**config.mk**
```make
export PLATFORM = sky130hd
export DESIGN_NAME = regfile_write_arbiter
export DESIGN_NICKNAME = d
export VERILOG_FILES = /design/src/rtl/regfile_write_arbiter.sv
export SDC_FILE = /design/constraint.sdc
export NUM_CORES = 1
export LEC_CHECK = 0
export CORE_MARGIN = 1.5
export CORE_UTILIZATION = 40
export DETAILED_ROUTE_END_ITERATION = 8
export PLACE_DENSITY_LB_ADDON = 0.05
export SETUP_SLACK_MARGIN = 0.15
export SLEW_MARGIN = 0
export SYNTH_ARGS = -nofsm -noshare
export SYNTH_HDL_FRONTEND = slang
export SYNTH_SLANG_ARGS = --single-unit
```
**constraint.sdc**
```tcl
create_clock -name clk -period 2.9 [get_ports clk]
set_clock_uncertainty 0.15 [all_clocks]
set_input_delay 0.58 -clock clk [delete_from_list [all_inputs] [get_ports clk]]
set_output_delay 0.58 -clock clk [all_outputs]
set_load 0.05 [all_outputs]
```
**src/rtl/regfile_write_arbiter.sv**
```systemverilog
// ---------------------------------------------------------------------------
// regfile_write_arbiter
//
// Shares the single write port of the MIPS32 register file between two
// writeback requesters: requester 0 (ALU writeback) and requester 1
// (load/memory writeback). Each requester owns a one-entry holding buffer.
// When both buffers are occupied, the entry that was loaded first commits
// first. When both were loaded on the same edge, a round-robin pointer picks
// the winner. The register file write port is driven from registers.
// A combinational stall flags decode reads that hit a pending write.
//
// Optional feature macro: REGARB_ZERO_FILTER_EN
//   defined   - writes to register 0 complete their handshake but are
//               dropped; reads of register 0 never stall.
//   undefined - register 0 is handled like any other index.
//
// Ports:
//   clk                      clock, rising edge
//   rst                      asynchronous reset, active low
//   req0_valid/ready/addr/data  requester 0 (ALU) write handshake
//   req1_valid/ready/addr/data  requester 1 (load) write handshake
//   rd_addr_a, rd_addr_b     decode stage read indices (rs, rt)
//   stall                    read hits a pending/in-flight write (comb)
//   rf_we_addr, rf_wdata     register file write index/data (registered)
//   rf_write                 register file write strobe (registered)
//   grant_id                 source of the current commit (registered)
// ---------------------------------------------------------------------------
module regfile_write_arbiter #(
    parameter int DATA_W = 32,
    parameter int ADDR_W = 5
) (
    input  logic              clk,
    input  logic              rst,
    input  logic              req0_valid,
    output logic              req0_ready,
    input  logic [ADDR_W-1:0] req0_addr,
    input  logic [DATA_W-1:0] req0_data,
    input  logic              req1_valid,
    output logic              req1_ready,
    input  logic [ADDR_W-1:0] req1_addr,
    input  logic [DATA_W-1:0] req1_data,
    input  logic [ADDR_W-1:0] rd_addr_a,
    input  logic [ADDR_W-1:0] rd_addr_b,
    output logic              stall,
    output logic [ADDR_W-1:0] rf_we_addr,
    output logic [DATA_W-1:0] rf_wdata,
    output logic              rf_write,
    output logic              grant_id
);

    // Holding buffers
    logic              full0_q, full0_d;
    logic              full1_q, full1_d;
    logic [ADDR_W-1:0] addr0_q, addr0_d;
    logic [ADDR_W-1:0] addr1_q, addr1_d;
    logic [DATA_W-1:0] data0_q, data0_d;
    logic [DATA_W-1:0] data1_q, data1_d;

    // Ordering state: older_q names the earlier-loaded buffer (only meaningful
    // when both are full); last_grant_q is the round-robin pointer.
    logic              older_q, older_d;
    logic              last_grant_q, last_grant_d;

    // Output registers
    logic              rf_write_q, rf_write_d;
    logic [ADDR_W-1:0] rf_we_addr_q, rf_we_addr_d;
    logic [DATA_W-1:0] rf_wdata_q, rf_wdata_d;
    logic              grant_id_q, grant_id_d;

    logic any_full;
    logic grant_sel;
    logic commit0, commit1;
    logic load0, load1;
    logic keep0, keep1;
    logic rd_a_ok, rd_b_ok;
    logic hit_a, hit_b;

`ifdef REGARB_ZERO_FILTER_EN
    // Register 0 is hardwired to zero: accept such writes but never buffer them.
    assign keep0   = (req0_addr != '0);
    assign keep1   = (req1_addr != '0);
    assign rd_a_ok = (rd_addr_a != '0);
    assign rd_b_ok = (rd_addr_b != '0);
`else
    assign keep0   = 1'b1;
    assign keep1   = 1'b1;
    assign rd_a_ok = 1'b1;
    assign rd_b_ok = 1'b1;
`endif

    // Arbitration: a lone full buffer wins; with both full the older one wins.
    // A same-edge load encodes its round-robin winner into older_q, so no
    // separate tie flag is needed here.
    always_comb begin
        any_full  = full0_q | full1_q;
        grant_sel = (full0_q & full1_q) ? older_q : full1_q;
        commit0   = full0_q & ~grant_sel;
        commit1   = full1_q & grant_sel;
    end

    // A buffer can accept while empty or while it is draining this cycle.
    assign req0_ready = rst & (~full0_q | commit0);
    assign req1_ready = rst & (~full1_q | commit1);
    assign load0      = req0_valid & req0_ready & keep0;
    assign load1      = req1_valid & req1_ready & keep1;

    always_comb begin
        full0_d = load0 | (full0_q & ~commit0);
        full1_d = load1 | (full1_q & ~commit1);
        addr0_d = load0 ? req0_addr : addr0_q;
        data0_d = load0 ? req0_data : data0_q;
        addr1_d = load1 ? req1_addr : addr1_q;
        data1_d = load1 ? req1_data : data1_q;

        last_grant_d = any_full ? grant_sel : last_grant_q;

        // Both loaded together: the requester that did not win last goes first,
        // judged against the pointer as updated by this edge's commit.
        if (load0 && load1) begin
            older_d = ~last_grant_d;
        end else if (load0) begin
            older_d = 1'b1;
        end else if (load1) begin
            older_d = 1'b0;
        end else begin
            older_d = older_q;
        end

        rf_write_d   = any_full;
        rf_we_addr_d = rf_we_addr_q;
        rf_wdata_d   = rf_wdata_q;
        grant_id_d   = grant_id_q;
        if (any_full) begin
            rf_we_addr_d = grant_sel ? addr1_q : addr0_q;
            rf_wdata_d   = grant_sel ? data1_q : data0_q;
            grant_id_d   = grant_sel;
        end
    end

    always_ff @(posedge clk or negedge rst) begin
        if (!rst) begin
            full0_q      <= 1'b0;
            full1_q      <= 1'b0;
            addr0_q      <= '0;
            addr1_q      <= '0;
            data0_q      <= '0;
            data1_q      <= '0;
            older_q      <= 1'b0;
            last_grant_q <= 1'b1;
            rf_write_q   <= 1'b0;
            rf_we_addr_q <= '0;
            rf_wdata_q   <= '0;
            grant_id_q   <= 1'b0;
        end else begin
            full0_q      <= full0_d;
            full1_q      <= full1_d;
            addr0_q      <= addr0_d;
            addr1_q      <= addr1_d;
            data0_q      <= data0_d;
            data1_q      <= data1_d;
            older_q      <= older_d;
            last_grant_q <= last_grant_d;
            rf_write_q   <= rf_write_d;
            rf_we_addr_q <= rf_we_addr_d;
            rf_wdata_q   <= rf_wdata_d;
            grant_id_q   <= grant_id_d;
        end
    end

    // Hazard: a decode read matches a buffered write or the write in flight.
    always_comb begin
        hit_a = rd_a_ok & ((full0_q & (rd_addr_a == addr0_q)) |
                           (full1_q & (rd_addr_a == addr1_q)) |
                           (rf_write_q & (rd_addr_a == rf_we_addr_q)));
        hit_b = rd_b_ok & ((full0_q & (rd_addr_b == addr0_q)) |
                           (full1_q & (rd_addr_b == addr1_q)) |
                           (rf_write_q & (rd_addr_b == rf_we_addr_q)));
    end

    assign stall      = hit_a | hit_b;
    assign rf_write   = rf_write_q;
    assign rf_we_addr = rf_we_addr_q;
    assign rf_wdata   = rf_wdata_q;
    assign grant_id   = grant_id_q;

endmodule

```
## Word-level counts from Yosys, hierarchy flattened

Cells that the tools add are included.

| word-level totals | value |
|---|---|
| register bits after elaboration | 117 |
| word-level logic and storage cells | 58 |

| cells by class | value |
|---|---|
| equal/unequal tests | 6 |
| muxes and demuxes | 7 |
| bitwise gates (word level) | 31 |
| reductions and logical operators | 2 |

Operator list:

| kind | count |
|---|---|
| two-way mux 32 bit | 1 |
| == test 5 bit | 6 |
| bitwise AND 1 bit | 15 |
| OR 1 bit | 10 |
| inverter 1 bit | 6 |
| two-way mux 1 bit | 5 |
| two-way mux 5 bit | 1 |
| nonzero test 3 bit | 1 |
| logical AND 1 bit | 1 |

## Depth between registers and ports, before layout

| depth | value |
|---|---|
| word-level depth | 9 |
| gate-level depth with buffers | 7 |
| gate-level depth less buffers | 4 |

## Worst setup path before layout

OpenSTA, ideal clock, no wires.

| timing path | value |
|---|---|
| path kind | input-to-output |
| start | input rd_addr_a[4] |
| end | output stall |
| arrival | 1.814 ns |
| slack | 0.356 ns |
| stages on the path | 4 |
| path through | xor2_1 > nor3_1 > a22oi_1 > o2111ai_1 |

| on the way | value |
|---|---|
| word-level cells in the longest chain between the ends | 5 |
| elaborated cells between the ends (all ways) | 9 |
| those cells by class | eq/ne: 3; bitwise: 6 |

Ends and longest elaborated chain:

| what | RTL line | source |
|---|---|---|
| from (decl) | 42 | `input logic [ADDR_W-1:0] rd_addr_a,` |
| == test 5 bit, on equally long branches | 172, 173 |  |
| bitwise AND 1 bit, on equally long branches | 172, 173 |  |
| OR 1 bit | 172 | `hit_a = rd_a_ok & ((full0_q & (rd_addr_a == addr0_q)) \|` |
| OR 1 bit (*) | 173 | `(full1_q & (rd_addr_a == addr1_q)) \|` |
| OR 1 bit (*) | 180 | `assign stall = hit_a \| hit_b;` |
| to (decl) | 44 | `output logic stall,` |

Every way passes the cells marked *; elsewhere a longest branch is shown, timed or not.

## Worst setup path in the final report

| timing path | value |
|---|---|
| start | input rd_addr_b[1] |
| end | output stall |

| on the way | value |
|---|---|
| word-level cells in the longest chain between the ends | 5 |
| elaborated cells between the ends (all ways) | 9 |
| those cells by class | eq/ne: 3; bitwise: 6 |

Ends and longest elaborated chain:

| what | RTL line | source |
|---|---|---|
| from (decl) | 43 | `input logic [ADDR_W-1:0] rd_addr_b,` |
| == test 5 bit, on equally long branches | 175, 176 |  |
| bitwise AND 1 bit, on equally long branches | 175, 176 |  |
| OR 1 bit | 175 | `hit_b = rd_b_ok & ((full0_q & (rd_addr_b == addr0_q)) \|` |
| OR 1 bit (*) | 176 | `(full1_q & (rd_addr_b == addr1_q)) \|` |
| OR 1 bit (*) | 180 |  |

Marked as above.

==> flow_metrics.tcl <==
set metrics [dict create \
    syn-num-nets 472 \
    fin_crit_sh_pct 93.0 \
    crit_path_start_kind "input port" \
    r2r_start "full1_q" \
    powerDensity_nw_per_um2 814 \
    cts.reportedPaths.clkPinSlew_ns 0.05 \
    drtAntennaViolNets 0 \
    intPower_mw 4.02 \
    place_ws_ns 0.126 \
    path_cells "clkdlybuf4s50_1 > xor2_1 > nor3_1 > a22oi_1 > o2111ai_2 > buf_12" \
    cpMaxStageDelayCell "clkdlybuf4s50_1" \
    design_area_um2 7100 \
    fin_cells 703 \
    setup_violations 0 \
    hold_path.class "flip-flop to flip-flop" \
    cts.path.max_buffers 2 \
    period_needed_ns 2.70 \
    layout.nets 612 \
    async_reset_ff_share_pct 100 \
    h-tree-depth 4 \
    final_util_pct 58.8 \
    cts-root-buf "clkbuf_16" \
    maxSlewHeadroom_pct 28.8 \
    ys_seq_elements 117 \
    boundaryPins 130 \
    drv_cap 0 \
    critPathCaptureType "primary output" \
    power_frac_comb_pct 26.5 \
    worstPathArrival_ns 1.97 \
    critPathMaxStageDelay_ns 0.49 \
    power_frac_clock_pct 35.8 \
    clock_latency_ns 0.41 \
    grt_first_pass_wirelength_mm 18.7 \
    track_usage_pct 19.3 \
    required_ns 2.17 \
    cts_setup_buffers 0 \
    crit_cells 6 \
    synth_ff_type "dfrtp_1" \
    syn_avg_cell_area_um2 12.9 \
    ys_types 29 \
    place_congestion 0.863 \
    place_area_um2 6480 \
    dieArea_um2 13100 \
    setup_slack_ns 0.203 \
    syn_area_um2 4970 \
    synth_warnings 0 \
    coreArea_um2 12100 \
    total_leakage_power_nw 3.16 \
    hold_depth 2 \
    place_hpwl_mm 7.81 \
    overflow 0 \
    routed_wl_mm 11.7 \
    die_y_um 114 \
    power_frac_seq_pct 37.7 \
    p_sw_share_pct 30.4 \
    cts_inserted_buffers 17 \
    slew_violations 0 \
    register_area_um2 2930 \
    rsz0062_at_grt "false" \
    first_pass_iters 4 \
    multi_input_area_um2 1910 \
    drive_gt1_share_pct 23.4 \
    seq_area_frac_synth_pct 59.0 \
    n_fill_cell 1027 \
    criticalPathCategory "input port to primary output" \
    critical_path.top_delay_family "buffers and inverters" \
    rows 40 \
    fin_tns_setup_ns 0 \
    synth-edff-count 0 \
    grt_pass1_vias 3622 \
    viasPerCell 4.91 \
    power_switching_mw 1.76 \
    synthCells 384 \
    cp_max_fo 3 \
    initial_utilization_pct 41.2 \
    cts_tree "done" \
    antenna_found_initial 0 \
    drc 0 \
    rr_worst_depth 5 \
    tightest_slew_ns 1.07 \
    dp.cells 672 \
    hp-start "data0_q[2]" \
    max-vdd-ir-drop_mv 0.422 \
    cp.buffers_inverters 2 \
    die_x_um 114 \
    status "finished clean" \
    first_iter_violations 149 \
    hold_viol_final 0 \
    syn2layout_area_growth_pct 42.9 \
    cp-startpoint "rd_addr_b[1]" \
    grt_max_degree 85 \
    antennaDiodeCount 0 \
    routed-via-count 3450 \
    wl_per_cell_um 16.6 \
    port_buffers 129 \
    clock-sinks 117 \
    fmax_ghz 0.371 \
]
[worst paths after layout]
| path | to | slack (ns) |
|---|---|---|
| max in group asynchronous | data0_q[28] | 0.89 |
| worst min-delay path | rf_wdata[2] | 0.31 |
| worst max-delay path | stall | 0.20 |
| min in group asynchronous | data1_q[18] | 0.46 |
| worst min register to register | rf_wdata[2] | 0.31 |
| worst max register to register | data0_q[26] | 0.81 |
[cells in the final DEF (no fill, tap or decap), types with 2 or more instances in the layout]
master / instances
dlymetal6s2s_1: 5
a32oi_1: 2
nor2_1: 2
inv_1: 2
nor4_1: 4
bufinv_16: 3
mux2_4: 8
clkbuf_1: 6
mux2_2: 66
buf_12: 5
xor2_1: 26
buf_4: 11
nand2_1: 76
nand2_2: 2
dfrtp_1: 116
a22oi_1: 38
xnor2_1: 4
clkbuf_8: 3
nand3_1: 2
a21o_1: 2
clkbuf_16: 17
clkdlybuf4s50_1: 119
[what timing repair did]
item                       4_1_cts  5_1_grt
setup endpoints to repair        1        1
hold endpoints to repair         3        0
pin swaps                        0        6
gates resized for setup          2        6
hold buffers                     1        0
[through the flow]
stage	hold slack (ns)	power [mW]
finish	0.313	5.77
detailed placement	0.261	3.74
CTS	0.314	5.85
global route	0.342	6.05
global placement	0.258	3.72
floorplan	0.134	3.13
[power groups by stage]
stage          registers [mW]  clock network [mW]  logic (mW)
2_1_floorplan            2.62                   0       0.507
3_3_place_gp             2.19                   0        1.53
3_5_place_dp             2.20                   0        1.55
4_1_cts                  2.17                2.12        1.55
5_1_grt                  2.21                2.20        1.64
6_report                 2.17                2.07        1.53
[layer usage]
layer	GRT usage, %	wire length [um]	vias to the layer above
li1	-	-	1619
met1	24.2	5010	1709
met2	30.1	5590	105
met3	7.73	868	17
met4	7.33	182	0
met5	0	0	-
[cell usage after synthesis (3+ instances only)]
| cell | number | area share [%] |
|---|---|---|
| buf_6 | 6 | 1.4 |
| nand2_1 | 76 | 5.7 |
| mux2_4 | 8 | 2.4 |
| nor2_1 | 3 | 0.23 |
| clkbuf_1 | 3 | 0.23 |
| nor4_1 | 4 | 0.50 |
| buf_2 | 8 | 0.81 |
| xnor2_1 | 4 | 0.71 |
| xor2_1 | 26 | 4.6 |
| buf_4 | 3 | 0.45 |
| a22oi_1 | 38 | 5.7 |
| dfrtp_1 | 116 | 58 |
| mux2_2 | 66 | 15 |
[area by class of cell]
type,count,share of cell area (%)
flip-flops and latches,117,41.3
multi-input cells,244,26.9
repair buffers,142,20.5
clock inverters,4,1.34
inverters,2,0.106
clock buffers,26,6.89
well taps,168,2.96
[registers in the layout (all words and copies together), names as in the netlist]
name,count
data0_q,32
data1_q,32
rf_wdata,32
addr0_q,5
addr1_q,5
rf_we_addr,5
full0_q,1
full1_q,1
grant_id,1
last_grant_q,1
older_q,1
rf_write,1
[worst register-to-register path, stage by stage, from the launching register on]
cell and delay [ns]:
dfrtp_1 0.59, nand3_2 0.13, and2_4 0.21, nand2_2 0.33, buf_12 0.22, mux2_2 0.35
[cells by family after synthesis]
family                    after synthesis  share of synthesized area [%]
buffers and inverters                  23                           3.30
DFF                                   117                           59.0
muxes                                  74                           17.4
AOI/OAI and AO/OA                      48                           7.41
xor gates and xnor gates               30                           5.29
and+or+nand+nor                        92                           7.63
Power figures use the tool's default switching activity.
==> edit, RTL diff (same settings) <==
Take the reset off `data1_q` and load it in a clocked block of its own.
--- a/src/rtl/regfile_write_arbiter.sv
+++ b/src/rtl/regfile_write_arbiter.sv
@@ -144,7 +144,6 @@
             addr0_q      <= '0;
             addr1_q      <= '0;
             data0_q      <= '0;
-            data1_q      <= '0;
             older_q      <= 1'b0;
             last_grant_q <= 1'b1;
             rf_write_q   <= 1'b0;
@@ -157,7 +156,6 @@
             addr0_q      <= addr0_d;
             addr1_q      <= addr1_d;
             data0_q      <= data0_d;
-            data1_q      <= data1_d;
             older_q      <= older_d;
             last_grant_q <= last_grant_d;
             rf_write_q   <= rf_write_d;
@@ -165,6 +163,10 @@
             rf_wdata_q   <= rf_wdata_d;
             grant_id_q   <= grant_id_d;
         end
+    end
+
+    always_ff @(posedge clk) begin
+        data1_q <= data1_d;
     end
 
     // Hazard: a decode read matches a buffered write or the write in flight.
Check against the original RTL: no difference found for any inputs over 10 cycles, from zero or initial values and one cycle with rst low; that may be too few to reach the edited logic, so the function may still have changed.
==> edit against the original RTL <==
Synthesized area down 5.2%. Setup slack better by 45 ps. Design area down 4.5%. Wire length down 5.8%. Critical path depth unchanged. Synthesized cell count down 9.9%. Power down 3.2%. Sequential cell count unchanged. Critical path type unchanged. Largest cell class unchanged.
==> edit: results (changes against the original RTL) <==
| Metric | Value |
|---|---|
| Launch point of the critical path | rd_addr_a[0] |
| Synthesized-area fraction occupied by xor and xnor cells | 0.0558 (+0.00293) |
| Total GRT Usage | 0.186 (-0.00738) |
| Vias per cell | 5.00 (+1.8%) |
| Distinct cells, synth | 33 (+14%) |
| Fraction of layout instances using a drive strength above 1 | 0.187 (-0.0464) |
| Starting DRC count in detailed routing | 181 (+21%) |
| Net count after synthesis | 434 (-8.1%) |
| Worst r2r path cells | 4 (-1) |
| Placed wire-length estimate | 7000 um (-10%) |
| Worst stage delay on the critical path | 580 ps (+90 ps) |
| Post-synth EDFFs | 32 (+32) |
| Share of flip-flops with an asynchronous set or reset | 0.726 (-0.274) |
| Area contributors post-synth | sky130_fd_sc_hd__dfrtp_1 45%, sky130_fd_sc_hd__edfxtp_1 20%, sky130_fd_sc_hd__mux2_2 8.1%, sky130_fd_sc_hd__nand2_1 6.1%, sky130_fd_sc_hd__a22oi_1 5.9% |
| Adder and majority cell fraction of the synthesized area | 0 (unchanged) |
| Fill count | 1,007 (-1.9%) |
| Dpl cell area | 0.00618 sq mm (-4.5%) |
| Total Routed Length | 11,000 um (-5.8%) |
| Final Instance Area | 0.00678 sq mm (-4.5%) |
| Final #Nets | 577 (-5.7%) |
| Routability cong. | 0.920 (+6.7%) |
| Arrival time of data at the critical path endpoint | 1920 ps (-50 ps) |
| Register-to-register setup slack | 900 ps (+90 ps) |
| Outcome | complete, no violations |
| Largest voltage drop on the vdd net | 0.487 mV (+15%) |
| Compound-cell area share of the yosys netlist | 0.0707 (-0.00335) |
| Static Leakage | 2.90 nW (-8.4%) |
| First-pass GRT wire length | 17,600 um (-6.0%) |
| Sequential fraction of the synthesis area | 0.656 (+0.0667) |
| Synth cell count leaders | 84 x sky130_fd_sc_hd__dfrtp_1, 77 x sky130_fd_sc_hd__nand2_1, 37 x sky130_fd_sc_hd__a22oi_1, 34 x sky130_fd_sc_hd__mux2_2, 32 x sky130_fd_sc_hd__edfxtp_1 |
| Worst R2R End | data0_q[20] |
| Clock-pin slew on the worst setup and hold paths | 50 ps (about the same) |
| Pin count of the biggest net entering global routing | 46 (-46%) |
| Vias in the first global route | 3,422 (-5.5%) |
| Share of synthesized area spent on multiplexers | 0.107 (-0.0670) |
| Slew at the pin closest to its max-slew limit | 634 ps (-434 ps) |
==> edit: cell count changes after synthesis, moves of 2 or more <==
cell                       before  now
sky130_fd_sc_hd__nor2_1         3    1
sky130_fd_sc_hd__nand2_2        2    0
sky130_fd_sc_hd__dfrtp_1      116   84
sky130_fd_sc_hd__a32oi_1        2    0
sky130_fd_sc_hd__xnor2_1        4    9
sky130_fd_sc_hd__xor2_1        26   21
sky130_fd_sc_hd__nand3_1        2    4
sky130_fd_sc_hd__edfxtp_1       0   32
sky130_fd_sc_hd__mux2_2        66   34
sky130_fd_sc_hd__a31oi_1        0    2
sky130_fd_sc_hd__buf_6          6    1
==> edit: area by class of cell <==
class | count | area share
tap | 143 | 0.0264
clock inverter | 10 | 0.0120
multi-input combinational | 211 | 0.226
clock buffer | 22 | 0.0700
inverter | 3 | 0.00166
sequential | 117 | 0.456
timing repair buffer | 139 | 0.208
==> edit: routing by layer <==
layer  vias to the layer above  wire length, um  GRT usage
li1                       1502                -          -
met1                      1600             4860      0.231
met2                       102             5290      0.292
met3                        18              636     0.0773
met4                         0              192     0.0675
met5                         -                0          0
==> edit: worst min-delay path by stage <==
| stage | start | endpoint | slack (ps) | cells past startpoint |
|---|---|---|---|---|
| after floorplan | rst | addr0_q[0] | 130 | 0 |
| after global placement | rst | full0_q | 250 | 1 |
| after detailed placement | rst | full0_q | 250 | 1 |
| after CTS | data1_q[6] | rf_wdata[6] | 310 | 2 |
| after global routing | data1_q[1] | rf_wdata[1] | 320 | 2 |
| final | data1_q[24] | rf_wdata[24] | 310 | 2 |
==> edit: cell families after synthesis <==
logic type	count (synthesis)
buffers and inverters	18
and+or+nand+nor	94
xor gates and xnor gates	30
muxes	42
AOI/OAI and AO/OA	45
DFF	117
==> edit: per-stage QoR <==
stage               total power, mW  hold slack (ps)  std cells  setup slack (ps)
finish                         5.59              306        645               247
CTS                            5.66              309        645               165
global placement               3.67              251        612              58.1
floorplan                      3.08              134        346               331
global route                   5.85              319        645               180
detailed placement             3.69              252        612              59.0
==> edit: tightest hold or removal path, cell delays in order, from the launching register on <==
cell                       delay (ps)
sky130_fd_sc_hd__edfxtp_1         310
sky130_fd_sc_hd__a22oi_1           60
sky130_fd_sc_hd__nand2_1           50
==> edit: where the power goes <==
part,internal [mW],switching (mW)
combinational,0.613,0.884
clock,1.23,0.699
sequential,1.97,0.191
total,3.81,1.77
==> edit: repair_timing <==
| action | 4_1_cts | 5_1_grt |
|---|---|---|
| hold buffers | 1 | 0 |
| endpoints found under the hold margin | 2 | 0 |
| setup endpoints to repair | 1 | 1 |
| resized for setup | 8 | 5 |
| pin swaps | 1 | 3 |
